`config.mk`:
```
export PLATFORM = sky130hd
export DESIGN_NAME = load_return_align
export DESIGN_NICKNAME = d
export VERILOG_FILES = /design/src/rtl/load_return_align_pkg.sv /design/src/rtl/load_extract.sv /design/src/rtl/load_return_align.sv
export SDC_FILE = /design/constraint.sdc
export NUM_CORES = 1
export LEC_CHECK = 0
export CAP_MARGIN = 40
export CORE_MARGIN = 8
export CORE_UTILIZATION = 40
export DETAILED_ROUTE_END_ITERATION = 6
export PLACE_DENSITY = 0.85
export SYNTH_ARGS = -nofsm -noshare
export SYNTH_HDL_FRONTEND = slang
export SYNTH_SLANG_ARGS = --single-unit
```
`constraint.sdc`:
```
create_clock -name clk -period 3.9 [get_ports clk]
set_input_delay 0.39 -clock clk [delete_from_list [all_inputs] [get_ports clk]]
set_output_delay 0.39 -clock clk [all_outputs]
set_load 0.005 [all_outputs]
```
`src/rtl/load_return_align_pkg.sv`:
```
// Shared types for the load return path: FSM state encoding and access size codes.
package load_return_align_pkg;

  typedef enum logic [1:0] {
    IDLE  = 2'd0,
    WAIT  = 2'd1,
    HOLD  = 2'd2,
    DRAIN = 2'd3
  } state_t;

  typedef enum logic [1:0] {
    SZ_B = 2'd0,
    SZ_H = 2'd1,
    SZ_W = 2'd2
  } size_t;

  // Byte wins over halfword; no size flag set means a word access.
  function automatic size_t size_decode(input logic mb, input logic mh);
    if (mb)      return SZ_B;
    else if (mh) return SZ_H;
    else         return SZ_W;
  endfunction

endpackage

```
`src/rtl/load_extract.sv`:
```
// Lane select plus sign/zero extension of a 32-bit memory word for byte/half/word loads.
module load_extract
  import load_return_align_pkg::*;
(
  input  logic [31:0] word,
  input  logic [1:0]  lane,
  input  size_t       size,
  input  logic        sgn,
  output logic [31:0] data
);

  logic [7:0]  byte_v;
  logic [15:0] half_v;

  always_comb begin
    byte_v = word[{lane, 3'b000} +: 8];
    half_v = lane[1] ? word[31:16] : word[15:0];
    data   = word;
    case (size)
      SZ_B:    data = {{24{sgn & byte_v[7]}}, byte_v};
      SZ_H:    data = {{16{sgn & half_v[15]}}, half_v};
      default: data = word;
    endcase
  end

endmodule

```
`src/rtl/load_return_align.sv`:
```
// MEM->WB load return path: waits for the memory word, aligns/extends it, holds it for WB.
// Optional macro LOAD_ADEL_EN adds misaligned-address reporting (wb_adel, wb_badvaddr).
module load_return_align
  import load_return_align_pkg::*;
#(
  parameter int unsigned TIMEOUT_CYC = 255
) (
  input  logic        clk,
  input  logic        resetn,
  input  logic        req_valid,
  output logic        req_ready,
  input  logic [31:0] req_addr,
  input  logic        req_mb,
  input  logic        req_mh,
  input  logic        req_mw,
  input  logic        req_signed,
  input  logic        rdata_valid,
  input  logic [31:0] rdata,
  input  logic        flush,
  output logic        wb_valid,
  input  logic        wb_ready,
  output logic [31:0] wb_data,
  output logic        stall,
`ifdef LOAD_ADEL_EN
  output logic        wb_adel,
  output logic [31:0] wb_badvaddr,
`endif
  output logic        bus_err
);

  localparam int unsigned CW = 8;
  localparam logic [CW-1:0] TO_LAST = (TIMEOUT_CYC == 0) ? '0 : CW'(TIMEOUT_CYC - 1);

  state_t        state;
  logic [1:0]    lane;
  size_t         size;
  logic          sgn;
  logic [CW-1:0] cnt;
  logic          accept;
  logic          timeout_hit;
  logic [31:0]   ext_data;
  size_t         req_size;

  assign req_ready   = (state == IDLE) || ((state == HOLD) && wb_ready);
  assign accept      = req_valid && req_ready && !flush;
  assign stall       = (state == WAIT) || (state == DRAIN) || ((state == HOLD) && !wb_ready);
  assign timeout_hit = (TIMEOUT_CYC != 0) && (cnt == TO_LAST);
  assign req_size    = size_decode(req_mb, req_mh);

`ifdef LOAD_ADEL_EN
  logic misaligned;
  assign misaligned = ((req_size == SZ_H) && req_addr[0]) ||
                      ((req_size == SZ_W) && (req_addr[1:0] != 2'b00));
  logic unused_mw;
  assign unused_mw = req_mw;
`else
  logic unused_bits;
  assign unused_bits = ^{req_addr[31:2], req_mw};
`endif

  load_extract u_extract (
    .word (rdata),
    .lane (lane),
    .size (size),
    .sgn  (sgn),
    .data (ext_data)
  );

  // Transaction FSM; a same-cycle accept overrides the HOLD->IDLE exit.
  always_ff @(posedge clk or negedge resetn) begin
    if (!resetn) begin
      state       <= IDLE;
      lane        <= 2'b00;
      size        <= SZ_B;
      sgn         <= 1'b0;
      cnt         <= '0;
      wb_valid    <= 1'b0;
      wb_data     <= '0;
      bus_err     <= 1'b0;
`ifdef LOAD_ADEL_EN
      wb_adel     <= 1'b0;
      wb_badvaddr <= '0;
`endif
    end else begin
      bus_err <= 1'b0;
      case (state)
        IDLE: ;
        WAIT: begin
          if (flush) begin
            state <= rdata_valid ? IDLE : DRAIN;
            cnt   <= cnt + CW'(1);
          end else if (rdata_valid) begin
            wb_data  <= ext_data;
            wb_valid <= 1'b1;
            state    <= HOLD;
          end else if (timeout_hit) begin
            bus_err <= 1'b1;
            state   <= IDLE;
          end else begin
            cnt <= cnt + CW'(1);
          end
        end
        HOLD: begin
          if (flush || wb_ready) begin
            wb_valid <= 1'b0;
`ifdef LOAD_ADEL_EN
            wb_adel  <= 1'b0;
`endif
            state    <= IDLE;
          end
        end
        DRAIN: begin
          if (rdata_valid) begin
            state <= IDLE;
          end else if (timeout_hit) begin
            bus_err <= 1'b1;
            state   <= IDLE;
          end else begin
            cnt <= cnt + CW'(1);
          end
        end
        default: state <= IDLE;
      endcase

      if (accept) begin
        lane  <= req_addr[1:0];
        size  <= req_size;
        sgn   <= req_signed;
        cnt   <= '0;
        state <= WAIT;
`ifdef LOAD_ADEL_EN
        // Misaligned access: report immediately, no memory response expected.
        if (misaligned) begin
          state       <= HOLD;
          wb_valid    <= 1'b1;
          wb_adel     <= 1'b1;
          wb_badvaddr <= req_addr;
          wb_data     <= '0;
        end
`endif
      end
    end
  end

endmodule
```
## After elaboration in Yosys (flattened, before gate mapping)

Index checks and enable logic that the tools add are counted.

- Add/sub/neg operators: 1
- Eq/ne operators: 9
- Shifts and indexed selects: 1
- Muxes and demuxes: 25
- Bitwise operators: 3
- Reductions and logical operators: 18

Operators by type and width:

| kind | number |
|---|---|
| $pmux 32 s2 | 1 |
| $mux 8 | 4 |
| $shiftx 32x6->8 | 1 |
| $mux 2 | 9 |
| $mux 16 | 1 |
| $pmux 8 s2 | 1 |
| $add 8x1->8 const B | 1 |
| $eq 8x8->1 const B | 1 |
| $mux 1 | 6 |
| $pmux 2 s3 | 1 |
| $eq 2x1->1 const B | 2 |
| $eq 2x2->1 const B | 2 |
| $logic_and 1x1->1 | 4 |
| $logic_not 2->1 | 2 |
| $logic_or 1x1->1 | 4 |
| $ne 2x2->1 const B | 2 |
| $pmux 1 s2 | 2 |
| $reduce_and 4->1 | 1 |
| $reduce_bool 4->1 | 1 |
| $ne 3x2->1 const B | 1 |
| $reduce_and 3->1 | 1 |
| $reduce_bool 3->1 | 1 |
| $and 1x1->1 | 2 |
| $logic_not 1->1 | 2 |
| other kinds (4) | 4 |

- Register bits after elaboration: 49
- Bits of input ports: 74
- Output and inout bits: 36
- Logic and storage cells: 65

## Logic depth before layout (Yosys ltp)

Gate-level depths: netlist of run 1.

- Depth in word-level cells: 7
- Depth in mapped cells: 7

## Hierarchy

Synthesis of run 1 repeated with hierarchy kept, for this count alone.

- Cell total of the unflattened synthesis: 289
- Area, all modules: 3051.7 µm²

By module, submodules not included:

| module | times used | cells each | area each (µm²) | seq. area each (µm²) |
|---|---|---|---|---|
| load_return_align | 1 | 166 | 2346.0 | 1226.2 |
| load_extract | 1 | 123 | 705.7 | 0.0 |

## Worst setup path before layout of run 1

Ideal clock, no wire load.

- Kind: flip-flop to flip-flop
- Start point: register lane[1]
- End point: register wb_data[15]
- Library setup time: 0.136 ns
- Data arrival time: 1.476 ns
- Required time: 3.764 ns
- Setup slack: 2.289 ns
- Cell stages (with the launch flop): 5
- Path buffers: 1
- Period minus slack after synthesis: 1.611 ns
- Cell sequence: dfrtp_1 > buf_6 > mux4_2 > a311oi_4 > a21oi_1

- Cells in the longest elaborated chain, start to end: 3
- Elaborated cells on any way between the ends: 4
- Classes of those cells: 1 x shift; 2 x mux; 1 x bitwise

RTL lines:

| what | line | RTL |
|---|---|---|
| from (decl) | load_return_align.sv:35 | `logic [1:0] lane;` |
| from (signal assigned) | load_return_align.sv:126 | `lane <= req_addr[1:0];` |
| $shiftx 32x6->8 | load_extract.sv:16 | `byte_v = word[{lane, 3'b000} +: 8];` |
| $and 1x1->1 | load_extract.sv:20 | `SZ_B: data = {{24{sgn & byte_v[7]}}, byte_v};` |
| $pmux 32 s2 (*) | load_extract.sv:19 | `case (size)` |
| to (signal assigned) | load_return_align.sv:93 | `wb_data <= ext_data;` |
| to (decl) | load_return_align.sv:22 | `output logic [31:0] wb_data,` |

Every way passes the cells marked *; elsewhere a longest branch is shown, timed or not.
A chain may end at the register's enable or synchronous reset.

## Worst setup path after layout of run 1

- Start point: input rdata_valid
- End point: register wb_data[26]

- Cells in the longest elaborated chain, start to end: 1

RTL lines:

| what | line | RTL |
|---|---|---|
| from (decl) | load_return_align.sv:17 | `input logic rdata_valid,` |
| $reduce_and 3->1 (no line) | n/a |  |

No other way between the ends.

==> impl_metrics.py, run 1 <==
metrics = {
    "critical_path": {
        "startpoint_type": "primary input",
        "cpPeakStageDelay_ns": 0.71,
        "critPathKind": "in -> reg",
        "cp_top_family": "simple AND/OR/NAND/NOR gates",
        "crit_chain": "clkdlybuf4s50_1 > nand4bb_1 > nor2_1 > nand3_1 > nand3_1",
        "cp.arrival_ns": 2.77,
        "cp_slowest_cell": "clkdlybuf4s50_1",
        "critPathMostFrequentCell": "nand3_1",
        "cp.buffers_inverters": 1,
        "end_kind": "register",
        "worstPathRequired_ns": 4.12,
        "worst-path-max-fanout": 16,
    },
    "synthesis": {
        "synth_top_area_frac": 0.467,
        "yosys-top-cells-area": "dfrtp_1 47%, nand3_1 7.2%, nand2_1 5.6%, o21ai_0 5.2%, mux2_2 4.3%",
        "synth_area_per_cell_sq_um": 9.37,
        "synthCells": 280,
        "yosysMostFrequentCell": "dfrtp_1",
        "ys_seq_elements": 49,
        "async_reset_ff_frac": 1.00,
        "synthTopCellsByCount": "49 x dfrtp_1, 39 x nand2_1, 38 x nand3_1",
        "synth_warnings": 0,
        "syn_area_sq_um": 2620,
        "syn-num-nets": 356,
        "ys.flop_type": "dfrtp_1",
        "synth_edf_count": 0,
        "yosysUniqueCellTypes": 44,
        "synth_top_area_cell": "dfrtp_1",
        "yosysSeqAreaShare": 0.467,
    },
    "run": {
        "cap_viol_max_count": 0,
    },
    "final_layout": {
        "design_area_sq_um": 3550,
        "drive_above_1_share": 0.0802,
        "area_growth_pct": 35.2,
        "n_antenna_cell": 0,
        "nets": 424,
        "layout.cells.non_filler": 426,
    },
    "route": {
        "drtPass1Iterations": 5,
        "drc": 0,
        "vias_per_cell": 5.69,
        "wl_um": 7680,
        "drt-initial-drc-count": 183,
        "wl_per_cell_um": 18.0,
        "detail-route-antenna-nets": 0,
        "num_vias": 2426,
    },
    "cts": {
        "clkTransAtPathRegs_ns": 0.10,
        "cts_buffer_depth": 2,
        "clock-root-buffer": "clkbuf_8",
        "cts_tree": "built",
        "cts_resized": 0,
        "cts-buffers-inserted": 5,
        "cts_hold_buf": 0,
        "post_cts.repair.setup_buffers": 0,
        "htreeDepth": 2,
        "clkLatencyLatePin_ns": 0.30,
        "cts_sinks": 49,
    },
    "die": {
        "ios": 110,
        "initial_utilization": 0.413,
        "die_w_um": 97.0,
        "rows": 29,
        "die_h_um": 97.0,
        "die-area_sq_um": 9410,
        "coreArea_sq_um": 6350,
    },
    "global_route": {
        "grt_pass1_vias": 2432,
        "grt_overflow": 0,
        "grt_pass1_wl_um": 12600,
        "track_usage": 0.161,
        "antenna_found_initial": 0,
        "grt_max_degree": 33,
    },
    "power": {
        "powerDensity_nw_per_um2": 633,
        "leakage_nw": 1.46,
        "irDropWorstVdd_mv": 0.331,
        "p_total_mw": 2.25,
    },
    "placement": {
        "postPlaceCellArea_sq_um": 3460,
        "dp.cells": 418,
        "port_buffers": 78,
        "dp_hpwl_um": 5700,
        "gp_congestion": 0.925,
    },
    "timing": {
        "min_period_ns": 2.55,
        "max_slew_margin": 0.471,
        "hold_ws_ns": 0.0614,
        "fmaxAchievable_mhz": 393,
        "timing.final.crit_share": 0.653,
        "grt_setup_unrepaired": "no",
        "slew_viol_final": 0,
        "tns_ns": 0,
        "skew_ns": 0.0104,
        "setup_viol": 0,
        "worst_pin_slew_ns": 0.792,
        "hold_violations": 0,
    },
    "hold_path": {
        "hold_class": "in -> async",
    },
    "run_status": {
        "status": "finished, final reports clean",
    },
}
==> metal layers <==
layer,track usage,routed length (um),up-vias
met4,0.0260,40,0
met3,0.0484,667,6
met1,0.208,3320,1155
met2,0.260,3650,107
li1,-,-,1158
met5,0,0,-
==> power breakdown <==
| group | switching, mW | internal, mW | total, mW |
|---|---|---|---|
| sequential | 0.229 | 0.714 | 0.943 |
| clock | 0.177 | 0.128 | 0.305 |
| combinational | 0.411 | 0.587 | 0.998 |
| total | 0.817 | 1.43 | 2.25 |
==> kinds of logic (layout without fill, tap and decap cells) <==
kind of cell    count (synthesis)  count (layout)  share of synthesized area
flops                          49              49                      0.467
compound gates                 68              68                      0.172
xor+xnor                        1               1                    0.00334
fa+ha+maj                       2               2                    0.00954
mux                            14              14                     0.0691
buf+inv                        28              97                     0.0496
simple gates                  118             118                      0.229
==> per-stage QoR <==
step / setup slack, ns / utilization
5_1_grt: 1.19 / 0.559
3_3_place_gp: 1.13 / 0.539
3_5_place_dp: 1.06 / 0.544
2_1_floorplan: 2.29 / -
6_report: 1.35 / 0.559
4_1_cts: 1.40 / 0.559
==> cells in the final DEF, fill, tap and decap left out, types with 2 or more instances in the layout <==
master / Yosys / routed
clkdlybuf4s50_1: 0 / 77
dfrtp_1: 49 / 49
nand2_1: 39 / 39
nand3_1: 38 / 38
o21ai_0: 27 / 27
a21oi_1: 16 / 16
mux2_2: 10 / 10
nand3b_1: 8 / 8
nand2b_1: 7 / 7
inv_1: 7 / 7
nand4_1: 6 / 6
nor2_1: 6 / 6
a222oi_1: 6 / 6
clkbuf_8: 0 / 5
nor2b_1: 3 / 3
nor4b_1: 2 / 2
or2_2: 2 / 2
o21bai_1: 2 / 2
o211ai_1: 2 / 2
a21boi_0: 2 / 2
mux2i_1: 2 / 2
a22o_1: 2 / 2
a211oi_1: 2 / 2
ha_1: 2 / 2
buf_4: 0 / 2
==> sequential cells by signal, indices dropped and copies added (netlist names) <==
signal and cells:
lane 2, sgn 1, wb_data 32, bus_err 1, cnt 8, state 2
wb_valid 1, size 2
==> layout make-up <==
class / count / area [sq um]
flip-flops and latches: 49 / 1230
multi-input cells: 203 / 1280
inverters: 7 / 26.3
repair buffers: 82 / 826
fillers: 559 / 2800
clock buffers: 5 / 68.8
clock inverters: 3 / 21.3
well taps: 77 / 96.3
==> worst paths after layout <==
path,from,to,slack (ns),cells past startpoint
setup / recovery,rdata_valid,wb_data[26],1.35,5
hold / removal,resetn,wb_data[10],0.06,1
setup reg to reg,state[0],wb_data[26],1.56,4
hold reg to reg,wb_data[6],wb_data[6],0.49,2
max in group asynchronous,resetn,wb_data[31],3.30,2
min in group clk,wb_data[6],wb_data[6],0.49,2
Note: power is estimated with default switching activity, not from simulation.
==> inputs of run 2 (changes only) <==
- clock period: 3.9 -> 2.4 ns (I/O delays scaled with it)
==> impl_metrics.py, run 2 (synthesized netlist as in run 1, its figures left out) <==
metrics = {
    "run_status": {
        "status": "finished, final reports clean",
    },
    "timing": {
        "timing.final.crit_share": 0.864,
        "hold_violations": 0,
        "worst_pin_slew_ns": 0.639,
        "slew_viol_final": 0,
        "fmaxAchievable_mhz": 482,
        "min_period_ns": 2.07,
        "skew_ns": 0.0166,
        "tns_ns": 0,
        "setup_viol": 0,
        "max_slew_margin": 0.574,
        "grt_setup_unrepaired": "no",
        "setup_ws_ns": 0.326,
    },
    "placement": {
        "gp_congestion": 0.914,
        "dp_hpwl_um": 5720,
        "pre_cts_ws_ns": 0.214,
        "postPlaceCellArea_sq_um": 3480,
        "port_buffers": 78,
    },
    "die": {
        "rows": 29,
        "coreArea_sq_um": 6350,
        "ios": 110,
        "die_h_um": 97.0,
        "die-area_sq_um": 9410,
        "die_w_um": 97.0,
        "initial_utilization": 0.413,
    },
    "final_layout": {
        "largest-register": "wb_data",
        "nets": 431,
        "layout_common_cells": "77 x clkdlybuf4s50_1, 49 x dfrtp_1, 39 x nand2_1",
        "design_area_sq_um": 3610,
        "area_growth_pct": 37.7,
        "drive_above_1_share": 0.0955,
        "largest_reg_flops": 32,
        "n_antenna_cell": 0,
        "reg_top3": "wb_data x32, cnt x8",
        "final_common_cell": "clkdlybuf4s50_1",
    },
    "critical_path": {
        "crit_chain": "nor2b_1 > or2_2 > inv_1 > clkdlybuf4s50_1",
        "worstPathRequired_ns": 2.16,
        "cp.arrival_ns": 1.83,
        "cp_slowest_cell": "dfrtp_1",
        "startpoint_type": "register",
        "cp_top_family": "buffers and inverters",
        "cpPeakStageDelay_ns": 0.50,
        "cp.buffers_inverters": 2,
        "worst-path-max-fanout": 10,
        "end_kind": "primary output",
        "critPathKind": "reg -> out",
    },
    "global_route": {
        "grt_pass1_vias": 2452,
        "antenna_found_initial": 0,
        "grt_overflow": 0,
        "grt_max_degree": 35,
        "grt_pass1_wl_um": 12700,
        "track_usage": 0.160,
    },
    "power": {
        "seq_power_share": 0.390,
        "clkPwrFrac": 0.163,
        "irDropWorstVdd_mv": 0.509,
        "powerDensity_nw_per_um2": 1050,
        "pwr-share-comb": 0.446,
        "p_sw_mw": 1.33,
        "p_int_mw": 2.47,
        "sw_frac_of_total": 0.350,
        "leakage_nw": 1.50,
    },
    "route": {
        "detail-route-antenna-nets": 0,
        "drtPass1Iterations": 6,
        "drc": 0,
        "wl_um": 7690,
        "drt-initial-drc-count": 92,
        "vias_per_cell": 5.71,
        "wl_per_cell_um": 17.7,
        "routed-wl-met3_um": 492,
        "num_vias": 2474,
        "wl_met1_um": 3570,
        "top_layer_used": "met4",
        "wl_met2_um": 3570,
    },
    "run": {
        "cap_viol_max_count": 0,
    },
    "cts": {
        "cts_buffer_depth": 2,
        "cts_resized": 0,
        "cts_sinks": 49,
        "cts-buffers-inserted": 5,
        "clock-root-buffer": "clkbuf_8",
        "htreeDepth": 2,
        "clkTransAtPathRegs_ns": 0.10,
        "cts_tree": "built",
        "clkLatencyLatePin_ns": 0.31,
    },
    "hold_path": {
        "hold_class": "in -> async",
    },
}
[run 2: changes by cell type in the layout (fill, tap and decap cells not counted), sizes merged]
cell and change:
clkinv -1, dlygate4sd3 +1, clkbuf +1, inv -1, bufinv +1, buf +6
[run 2: final cells by class]
class                           instances  area, sq um
Fill cell                             540         2740
Multi-Input combinational cell        203         1280
Sequential cell                        49         1230
Timing Repair Buffer                   89          861
Tap cell                               77         96.3
Clock buffer                            6         82.6
Clock inverter                          2         37.5
Inverter                                7         26.3
[run 2: path summary, 6_finish.rpt]
check	startpoint	end	slack, ns	cells past startpoint
setup / recovery	state[1]	req_ready	0.33	4
hold / removal	resetn	wb_data[26]	0.48	2
setup reg to reg	state[1]	cnt[5]	0.53	4
hold reg to reg	wb_data[6]	wb_data[6]	0.49	2
max in group asynchronous	resetn	wb_data[16]	1.28	3
min in group clk	wb_data[6]	wb_data[6]	0.49	2
[run 2: power by group through the flow]
stage,clock network [mW],registers [mW],logic [mW]
floorplan,0,1.39,0.894
global placement,0,1.48,1.65
detailed placement,0,1.50,1.70
CTS,0.638,1.48,1.71
global route,0.672,1.54,1.86
finish,0.621,1.48,1.70
[run 2: through the flow]
stage	util	total power, mW	cells	hold slack (ns)
6_report	0.569	3.80	433	0.476
5_1_grt	0.569	4.08	433	0.508
4_1_cts	0.569	3.83	433	0.495
3_5_place_dp	0.548	3.20	424	0.294
3_3_place_gp	0.548	3.14	424	0.284
2_1_floorplan	-	2.29	280	-0.0556
[run 2: what timing repair did]
| action | 4_1_cts | 5_1_grt |
|---|---|---|
| endpoints found under the hold margin | 25 | 0 |
| hold buffers | 1 | 0 |
| setup endpoints to repair | 0 | 0 |
| setup buffers | 0 | 0 |
[run 2: per-layer routing]
metal,GRT usage,vias up
li1,-,1168
met1,0.211,1198
met2,0.254,100
met3,0.0405,8
met4,0.0414,0
met5,0,-
